`src/rtl/operand_streamer.sv`:
```
// Operand-pair buffer streamed to a MAC with valid/ready handshake.
// Define OPERAND_STREAMER_REPLAY_EN to keep the buffer after a burst for replay.
module operand_streamer #(
  parameter int DATA_W = 16,
  parameter int DEPTH  = 8
) (
  input  logic                   i_Clk,
  input  logic                   i_Rst_L,
  input  logic                   i_Wr_En,
  input  logic [DATA_W-1:0]      i_Wr_X,
  input  logic [DATA_W-1:0]      i_Wr_Y,
  input  logic                   i_Clear,
  input  logic                   i_Start,
  input  logic                   i_Ready,
  output logic [DATA_W-1:0]      o_x,
  output logic [DATA_W-1:0]      o_y,
  output logic                   o_Valid,
  output logic                   o_First,
  output logic                   o_Last,
  output logic                   o_Busy,
  output logic                   o_Done,
  output logic                   o_Full,
  output logic [$clog2(DEPTH):0] o_Count
);

  localparam int AW = $clog2(DEPTH);
  localparam int CW = AW + 1;
`ifdef OPERAND_STREAMER_REPLAY_EN
  localparam bit REPLAY = 1'b1;
`else
  localparam bit REPLAY = 1'b0;
`endif

  typedef enum logic [1:0] {IDLE, STREAM, DONE} state_t;

  state_t state_q, state_d;

  logic [2*DATA_W-1:0] mem [DEPTH];
  logic [CW-1:0]       count_q;
  logic [CW-1:0]       cnt_m1;
  logic [AW-1:0]       rd_q, rd_nxt, last_idx_q;
  logic                valid_q, first_q, last_q;
  logic [DATA_W-1:0]   x_q, y_q;
  logic                full;
  logic                do_clear, do_write, do_launch;
  logic                do_adv, do_end, do_flush;

  assign full   = (count_q == CW'(DEPTH));
  assign rd_nxt = rd_q + AW'(1);
  assign cnt_m1 = count_q - CW'(1);

  always_comb begin
    state_d   = state_q;
    do_clear  = 1'b0;
    do_write  = 1'b0;
    do_launch = 1'b0;
    do_adv    = 1'b0;
    do_end    = 1'b0;
    do_flush  = 1'b0;
    unique case (state_q)
      IDLE: begin
        if (i_Clear) begin
          do_clear = 1'b1;
        end else begin
          do_write = i_Wr_En && !full;
          // start decision looks at the count before this cycle's write
          if (i_Start) begin
            if (count_q != '0) begin
              state_d   = STREAM;
              do_launch = 1'b1;
            end else begin
              state_d = DONE;
            end
          end
        end
      end
      STREAM: begin
        if (valid_q && i_Ready) begin
          if (last_q) begin
            state_d = DONE;
            do_end  = 1'b1;
          end else begin
            do_adv = 1'b1;
          end
        end
      end
      DONE: begin
        state_d  = IDLE;
        do_flush = !REPLAY;
      end
      default: state_d = IDLE;
    endcase
  end

  always_ff @(posedge i_Clk or negedge i_Rst_L) begin
    if (!i_Rst_L) state_q <= IDLE;
    else          state_q <= state_d;
  end

  always_ff @(posedge i_Clk or negedge i_Rst_L) begin
    if (!i_Rst_L) begin
      count_q <= '0;
    end else if (do_clear || do_flush) begin
      count_q <= '0;
    end else if (do_write) begin
      count_q <= count_q + CW'(1);
    end
  end

  always_ff @(posedge i_Clk) begin
    if (do_write) mem[count_q[AW-1:0]] <= {i_Wr_X, i_Wr_Y};
  end

  always_ff @(posedge i_Clk or negedge i_Rst_L) begin
    if (!i_Rst_L) begin
      rd_q       <= '0;
      last_idx_q <= '0;
      valid_q    <= 1'b0;
      first_q    <= 1'b0;
      last_q     <= 1'b0;
      x_q        <= '0;
      y_q        <= '0;
    end else if (do_launch) begin
      rd_q       <= '0;
      last_idx_q <= cnt_m1[AW-1:0];
      valid_q    <= 1'b1;
      first_q    <= 1'b1;
      last_q     <= (count_q == CW'(1));
      {x_q, y_q} <= mem[0];
    end else if (do_adv) begin
      rd_q       <= rd_nxt;
      first_q    <= 1'b0;
      last_q     <= (rd_nxt == last_idx_q);
      {x_q, y_q} <= mem[rd_nxt];
    end else if (do_end) begin
      rd_q    <= '0;
      valid_q <= 1'b0;
      first_q <= 1'b0;
      last_q  <= 1'b0;
      x_q     <= '0;
      y_q     <= '0;
    end
  end

  assign o_x     = x_q;
  assign o_y     = y_q;
  assign o_Valid = valid_q;
  assign o_First = first_q;
  assign o_Last  = last_q;
  assign o_Busy  = (state_q != IDLE);
  assign o_Done  = (state_q == DONE);
  assign o_Full  = full;
  assign o_Count = count_q;

endmodule
```
`config.mk`:
```
export PLATFORM = sky130hd
export DESIGN_NAME = operand_streamer
export DESIGN_NICKNAME = d
export VERILOG_FILES = /design/src/rtl/operand_streamer.sv
export SDC_FILE = /design/constraint.sdc
export NUM_CORES = 1
export LEC_CHECK = 0
export BUFFER_PORTS_ARGS = -buffer_cell sky130_fd_sc_hd__buf_2
export CORE_MARGIN = 2
export CORE_UTILIZATION = 55
export CTS_CLUSTER_DIAMETER = 60
export DETAILED_ROUTE_END_ITERATION = 7
export HOLD_SLACK_MARGIN = 0.02
export MAX_ROUTING_LAYER = met4
export PLACE_DENSITY_LB_ADDON = 0.25
export RECOVER_POWER = 25
export SYNTH_ARGS = -nofsm -noshare
export SYNTH_HDL_FRONTEND = slang
export SYNTH_SLANG_ARGS = --single-unit
export TNS_END_PERCENT = 20
```
`constraint.sdc`:
```
create_clock -name i_Clk -period 5.35 [get_ports i_Clk]
set_input_delay 0.535 -clock i_Clk [delete_from_list [all_inputs] [get_ports i_Clk]]
set_output_delay 0.535 -clock i_Clk [all_outputs]
set_load 0.005 [all_outputs]
```
==> results.py, run 1 <==
metrics = {
    "clocking": {
        "numCtsBuffers": 31,
        "cts_sinks": 303,
        "tritoncts": "built",
        "clkTransAtPathRegs_ns": 0.06,
        "cts_setup_buffers": 0,
        "clockBufferDepth": 3,
        "cts_resized": 0,
        "clock_latency_ns": 0.55,
        "ctsHoldBuffers": 0,
        "htree_num_levels": 1,
        "ctsRootBufferMaster": "clkbuf_16",
    },
    "placed_design": {
        "dp_slack_ns": 2.57,
        "port_buffers": 79,
        "place.gp.congestion": 0.770,
        "hpwl_um": 13100,
        "place_inst": 1040,
    },
    "synth": {
        "ys_top_cells_by_area": "edfxtp_1 (63%), mux2_2 (11%), dfrtp_1 (9.6%)",
        "synth_top_area_share_pct": 63.0,
        "syn_inst": 708,
        "yosysUniqueCellTypes": 39,
        "synth_seq_cells": 303,
        "synth_edf_count": 256,
        "avgSynthCellArea_um2": 17.2,
        "yosysWarnings": 0,
        "synth-main-ff-cell": "edfxtp_1",
        "synth_nets": 750,
        "synthArstFlopShare_pct": 15.5,
        "yosys.area.top_type": "edfxtp_1",
        "syn_area_mm2": 0.0122,
        "synth-seq-area-share_pct": 72.6,
    },
    "detailed_routing": {
        "vias_per_cell": 5.90,
        "postRouteAntennaNets": 0,
        "post-route-drc-count": 0,
        "drt_iter0_markers": 468,
        "firstDrtPassIters": 5,
        "wl_per_cell_um": 23.4,
        "via_count": 6480,
        "totalWireLength_um": 25700,
    },
    "setup_path": {
        "cp_slowest_cell": "ha_4",
        "critPathCaptureType": "flop",
        "worstSetupPathType": "flop to flop",
        "startpoint_type": "flop",
        "cp_max_fo": 57,
        "startpoint": "rd_q[0]$_DFFE_PN0P_",
        "required_ns": 5.76,
        "worstPathArrival_ns": 3.18,
        "path_cells": "ha_4 -> buf_4 -> mux2_2 -> o22ai_1 -> o31ai_1",
        "max_stage_delay_ns": 0.82,
        "r2r_start": "rd_q[0]$_DFFE_PN0P_",
    },
    "grt": {
        "antenna_found_initial": 1,
        "first_global_vias": 6751,
        "overflow": 0,
        "grt_max_degree": 58,
        "grt.total_usage_pct": 22.7,
        "grt_pass1_wl_um": 39400,
    },
    "sta": {
        "final.setup_skew_ns": 0.0126,
        "final.period_utilization_pct": 51.9,
        "post-route-min-period_ns": 2.77,
        "hold_viol": 0,
        "tightest_slew_ns": 0.926,
        "setup_tns_ns": 0,
        "fin_ws_ns": 2.58,
        "fmax_mhz": 360,
        "rsz0062_at_grt": "false",
        "relSlewSlack_pct": 38.1,
        "drv_slew": 0,
        "hold_ws_ns": 0.152,
        "setup_viol": 0,
    },
    "die": {
        "start_util_pct": 55.9,
        "std_cell_rows": 54,
        "dieArea_mm2": 0.0234,
        "dieWidth_um": 153,
        "core_area_mm2": 0.0218,
        "die_h_um": 153,
        "num_io_pins": 80,
    },
    "final_layout": {
        "multiInputGateArea_mm2": 0.00316,
        "final_cells": 1098,
        "fin_util_pct": 63.4,
        "seq_area_mm2": 0.00886,
        "area_growth_pct": 13.3,
        "layout_commonest_cell": "edfxtp_1",
        "fin_nets": 835,
        "num-fill-cells": 1577,
        "drive_gt1_share_pct": 29.9,
        "layout_common_cells": "edfxtp_1 (256), mux2_2 (114), o22ai_1 (64), buf_2 (54), dfrtp_1 (47)",
    },
    "power": {
        "leakagePower_uw": 0.00499,
        "powerDensity_mw_per_mm2": 512,
        "vdd_ir_drop_max_v": 0.000386,
    },
    "hold_path": {
        "min_path_type": "input pin to asynchronous set/reset pin",
    },
    "flow_run": {
        "max-cap-violations": 0,
    },
    "outcome": {
        "outcome": "completed",
    },
}
==> flip-flops by register name, indices dropped and copies added (netlist names) <==
register    flops
o_First         1
state_q         2
o_Last          1
last_idx_q      3
rd_q            3
o_Count         4
mem           256
o_Valid         1
o_x            16
o_y            16
==> worst max-delay path, delay by kind of cell, from the launching register on <==
kind / cells / cell delay (ns)
adders and majority gates: 1 / 0.82
buffers and inverters: 1 / 0.62
DFF: 1 / 0.47
muxes: 1 / 0.41
AOI/OAI and AO/OA: 2 / 0.28
==> through the flow <==
stage	instance area (µm²)	power (µW)
finish	13800	7080
global route	13800	7420
CTS	13900	7140
detailed placement	12900	5100
global placement	12900	5020
floorplan	12200	4580
==> final cells by class <==
type	count	area share, %
multi-input combinational	358	22.8
clock buffer	38	5.80
sequential	303	64.1
clock inverter	19	1.18
timing repair buffer	93	3.39
inverter	6	0.163
antenna	1	0.0181
tap	280	2.53
==> cell usage after synthesis, drive strengths merged (3+ instances only) <==
library cell	instances
mux2	128
xor2	4
edfxtp	256
xnor2	3
nand2	15
mux2i	34
nor2	9
o31ai	32
o22ai	64
dfrtp	47
or2	3
inv	6
nor3	5
nand3	5
ha	4
clkbuf	8
and2	32
o21ai	6
buf	33
==> final timing paths <==
kind                                          endpoint  slack, ns  cells after the start
worst max-delay path                o_y[5]$_DFFE_PN0P_       2.58                      5
min in group i_Clk                 mem[2][3]$_DFFE_PP_       0.26                      1
max in group asynchronous           o_y[4]$_DFFE_PN0P_       4.69                      2
worst max register to register      o_y[5]$_DFFE_PN0P_       2.58                      5
worst min register to register     o_First$_DFFE_PN0P_       0.48                      2
worst min-delay path            o_Count[0]$_DFFE_PN0P_       0.15                      2
==> per-layer routing <==
metal / part of all wire, % / track usage [%]
met1: 43 / 30.2
met2: 50 / 37.6
met3: 5.8 / 3.43
met4: 1.1 / 5.25
met5: 0 / -
==> report_power, final <==
| group | leakage, µW | internal, µW | total, µW | switching [µW] |
|---|---|---|---|---|
| Combinational | 0.00162 | 1030 | 2120 | 1090 |
| Clock | 0.000473 | 1200 | 2040 | 841 |
| Sequential | 0.00290 | 2780 | 2920 | 137 |
==> cell families (layout without fill, tap and decap cells) <==
kind of cell,count (synthesis),count (layout),synth area share (%)
other,0,1,0
buffers and inverters,47,156,2.25
and+or+nand+nor,79,79,3.78
DFF,303,303,72.6
AOI/OAI and AO/OA,106,106,5.80
xor gates and xnor gates,7,7,0.564
muxes,162,162,14.6
adders and majority gates,4,4,0.410
Note: power is estimated with default switching activity, not from simulation.
==> inputs of run 2 (changes only) <==
- ABC_AREA: not set -> 1
- clock period: 5.35 -> 2.5 ns (I/O delays scaled with it)
==> results.py, run 2 <==
metrics = {
    "setup_path": {
        "startpoint_type": "flop",
        "cp_max_fo": 17,
        "worstSetupPathType": "flop to flop",
        "required_ns": 2.71,
        "critPathCaptureType": "flop",
        "path_cells": "inv_1 -> ha_1 -> nand3_1 -> nand4_2 -> nand2_2 -> nand2_1 -> nor2_4 -> buf_4",
        "worstPathArrival_ns": 2.47,
        "cp_slowest_cell": "dfrtp_1",
        "max_stage_delay_ns": 0.44,
    },
    "final_layout": {
        "layout_commonest_cell": "nand2_1",
        "fin_util_pct": 65.7,
        "area_growth_pct": 16.4,
        "fin_nets": 1494,
        "drive_gt1_share_pct": 11.2,
        "largest_register_ffs": 256,
        "layout_common_cells": "nand2_1 (412), edfxtp_1 (256), nand3_1 (235), inv_1 (204), buf_2 (57)",
    },
    "sta": {
        "final.period_utilization_pct": 90.4,
        "setup_tns_ns": 0,
        "setup_viol": 0,
        "relSlewSlack_pct": 43.9,
        "final.setup_skew_ns": 0.0301,
        "post-route-min-period_ns": 2.26,
        "hold_viol": 0,
        "tightest_slew_ns": 0.841,
        "drv_slew": 0,
        "rsz0062_at_grt": "false",
        "fmax_mhz": 443,
    },
    "placed_design": {
        "hpwl_um": 18100,
        "place.gp.congestion": 0.816,
        "port_buffers": 79,
    },
    "detailed_routing": {
        "top_layer": "met4",
        "wl_per_cell_um": 17.0,
        "vias_per_cell": 5.22,
        "postRouteAntennaNets": 0,
        "totalWireLength_um": 30600,
        "post-route-drc-count": 0,
        "drt_iter0_markers": 642,
        "firstDrtPassIters": 5,
        "routed-wl-met3_um": 2030,
        "drt-met1-wl_um": 13300,
        "via_count": 9383,
        "wl_met2_um": 14600,
    },
    "power": {
        "intPower_uw": 10500,
        "pwr-share-seq_pct": 39.9,
        "finalPower_uw": 16300,
        "vdd_ir_drop_max_v": 0.000696,
        "leakagePower_uw": 0.00689,
        "clockPowerShare_pct": 26.9,
        "combPwrFrac_pct": 33.2,
        "powerDensity_mw_per_mm2": 1050,
        "swShare_pct": 36.0,
        "p_switching_uw": 5870,
    },
    "hold_path": {
        "min_path_type": "input pin to flop",
    },
    "clocking": {
        "cts_setup_buffers": 0,
        "numCtsBuffers": 31,
        "cts_resized": 0,
        "ctsHoldBuffers": 33,
        "cts_sinks": 303,
        "ctsRootBufferMaster": "clkbuf_16",
        "clkTransAtPathRegs_ns": 0.06,
        "htree_num_levels": 1,
        "clockBufferDepth": 3,
        "tritoncts": "built",
        "clock_latency_ns": 0.57,
    },
    "synth": {
        "synth_seq_cells": 303,
        "synthArstFlopShare_pct": 15.5,
        "synth-main-ff-cell": "edfxtp_1",
        "yosys.area.top_type": "edfxtp_1",
        "yosysWarnings": 0,
        "synth_most_common_cell": "nand2_1",
        "avgSynthCellArea_um2": 9.98,
        "yosysUniqueCellTypes": 29,
        "synth_nets": 1378,
        "synth_top_area_share_pct": 57.6,
        "ys_top_cells_by_count": "nand2_1 (412), edfxtp_1 (256), nand3_1 (235)",
        "ys_top_cells_by_area": "edfxtp_1 (58%), nand2_1 (12%), dfrtp_1 (8.8%)",
        "syn_inst": 1336,
        "synth_edf_count": 256,
        "syn_area_mm2": 0.0133,
        "synth-seq-area-share_pct": 66.5,
    },
    "grt": {
        "grt.total_usage_pct": 25.0,
        "overflow": 0,
        "first_global_vias": 9176,
        "grt_max_degree": 76,
        "antenna_found_initial": 1,
        "grt_pass1_wl_um": 48900,
    },
    "die": {
        "dieArea_mm2": 0.0255,
        "std_cell_rows": 56,
        "start_util_pct": 56.5,
        "die_h_um": 160,
        "core_area_mm2": 0.0236,
        "dieWidth_um": 160,
        "num_io_pins": 80,
    },
    "outcome": {
        "outcome": "completed",
    },
    "flow_run": {
        "max-cap-violations": 0,
    },
}
run 2: cell types whose count changed in the layout (fill, tap and decap cells not counted), sizes merged, moves of 33 or more:
cell,before,now
nand2,15,414
inv,6,210
o22ai,64,1
dlygate4sd3,0,33
mux2i,34,0
nand3,5,237
nand4,1,34
mux2,128,0
run 2: logic make-up (layout without fill, tap and decap cells):
logic type,count (synthesis),in the layout,synth area share (%)
AOI/OAI and AO/OA,12,12,0.479
xor gates and xnor gates,5,5,0.328
adders and majority gates,4,4,0.375
buffers and inverters,310,451,9.27
DFF,303,303,66.5
other,0,1,0
and+or+nand+nor,702,702,23.1
run 2: cell type report:
| cell class | instances | area, µm² |
|---|---|---|
| Antenna cell | 1 | 2.50 |
| Timing Repair Buffer | 151 | 1070 |
| Inverter | 242 | 910 |
| Fill cell | 1844 | 8090 |
| Tap cell | 319 | 399 |
| Multi-Input combinational cell | 723 | 3310 |
| Clock buffer | 42 | 827 |
| Clock inverter | 16 | 138 |
| Sequential cell | 303 | 8870 |
run 2: power groups by stage:
stage                     combinational [µW]  clock (µW)  sequential (µW)
final                                   5430        4390             6510
after detailed placement                5370           0             6610
after floorplan                         3590           0             6570
after global placement                  5270           0             6590
after global routing                    6090        4670             6580
after CTS                               5440        4460             6510
run 2: worst paths after layout:
check / slack [ns] / start / depth (start not counted) / to
setup / recovery: 0.24 / o_Count[1]$_DFFE_PN0P_ / 8 / mem[2][4]$_DFFE_PP_
hold / removal: 0.04 / i_Ready / 4 / state_q[0]$_DFFE_PN0P_
setup reg to reg: 0.24 / o_Count[1]$_DFFE_PN0P_ / 8 / mem[2][4]$_DFFE_PP_
hold reg to reg: 0.47 / o_First$_DFFE_PN0P_ / 2 / o_First$_DFFE_PN0P_
max in group asynchronous: 1.48 / i_Rst_L / 3 / o_y[8]$_DFFE_PN0P_
min in group asynchronous: 0.27 / i_Rst_L / 2 / rd_q[0]$_DFFE_PN0P_
run 2: critical path: cells and delay by family, from the launching register on:
kind | cells | cell delay, ns
buf+inv | 2 | 0.44
fa+ha+maj | 1 | 0.24
flops | 1 | 0.44
simple gates | 5 | 0.78
run 2: layer usage:
layer / track usage, % / up-vias
met4: 7.19 / 0
met3: 3.45 / 57
met2: 39.8 / 299
met5: - / -
met1: 34.0 / 4473
li1: - / 4554
run 2: through the flow:
| step | setup slack [ns] | area (µm²) | cells | hold slack, ns |
|---|---|---|---|---|
| 4_1_cts | 0.222 | 15500 | 1796 | 0.0260 |
| 2_1_floorplan | -0.386 | 13400 | 1336 | -0.0456 |
| 5_1_grt | 0.0777 | 15500 | 1797 | 0.0404 |
| 6_report | 0.240 | 15500 | 1797 | 0.0376 |
| 3_5_place_dp | 0.251 | 14200 | 1705 | 0.336 |
| 3_3_place_gp | 0.368 | 14200 | 1705 | 0.318 |
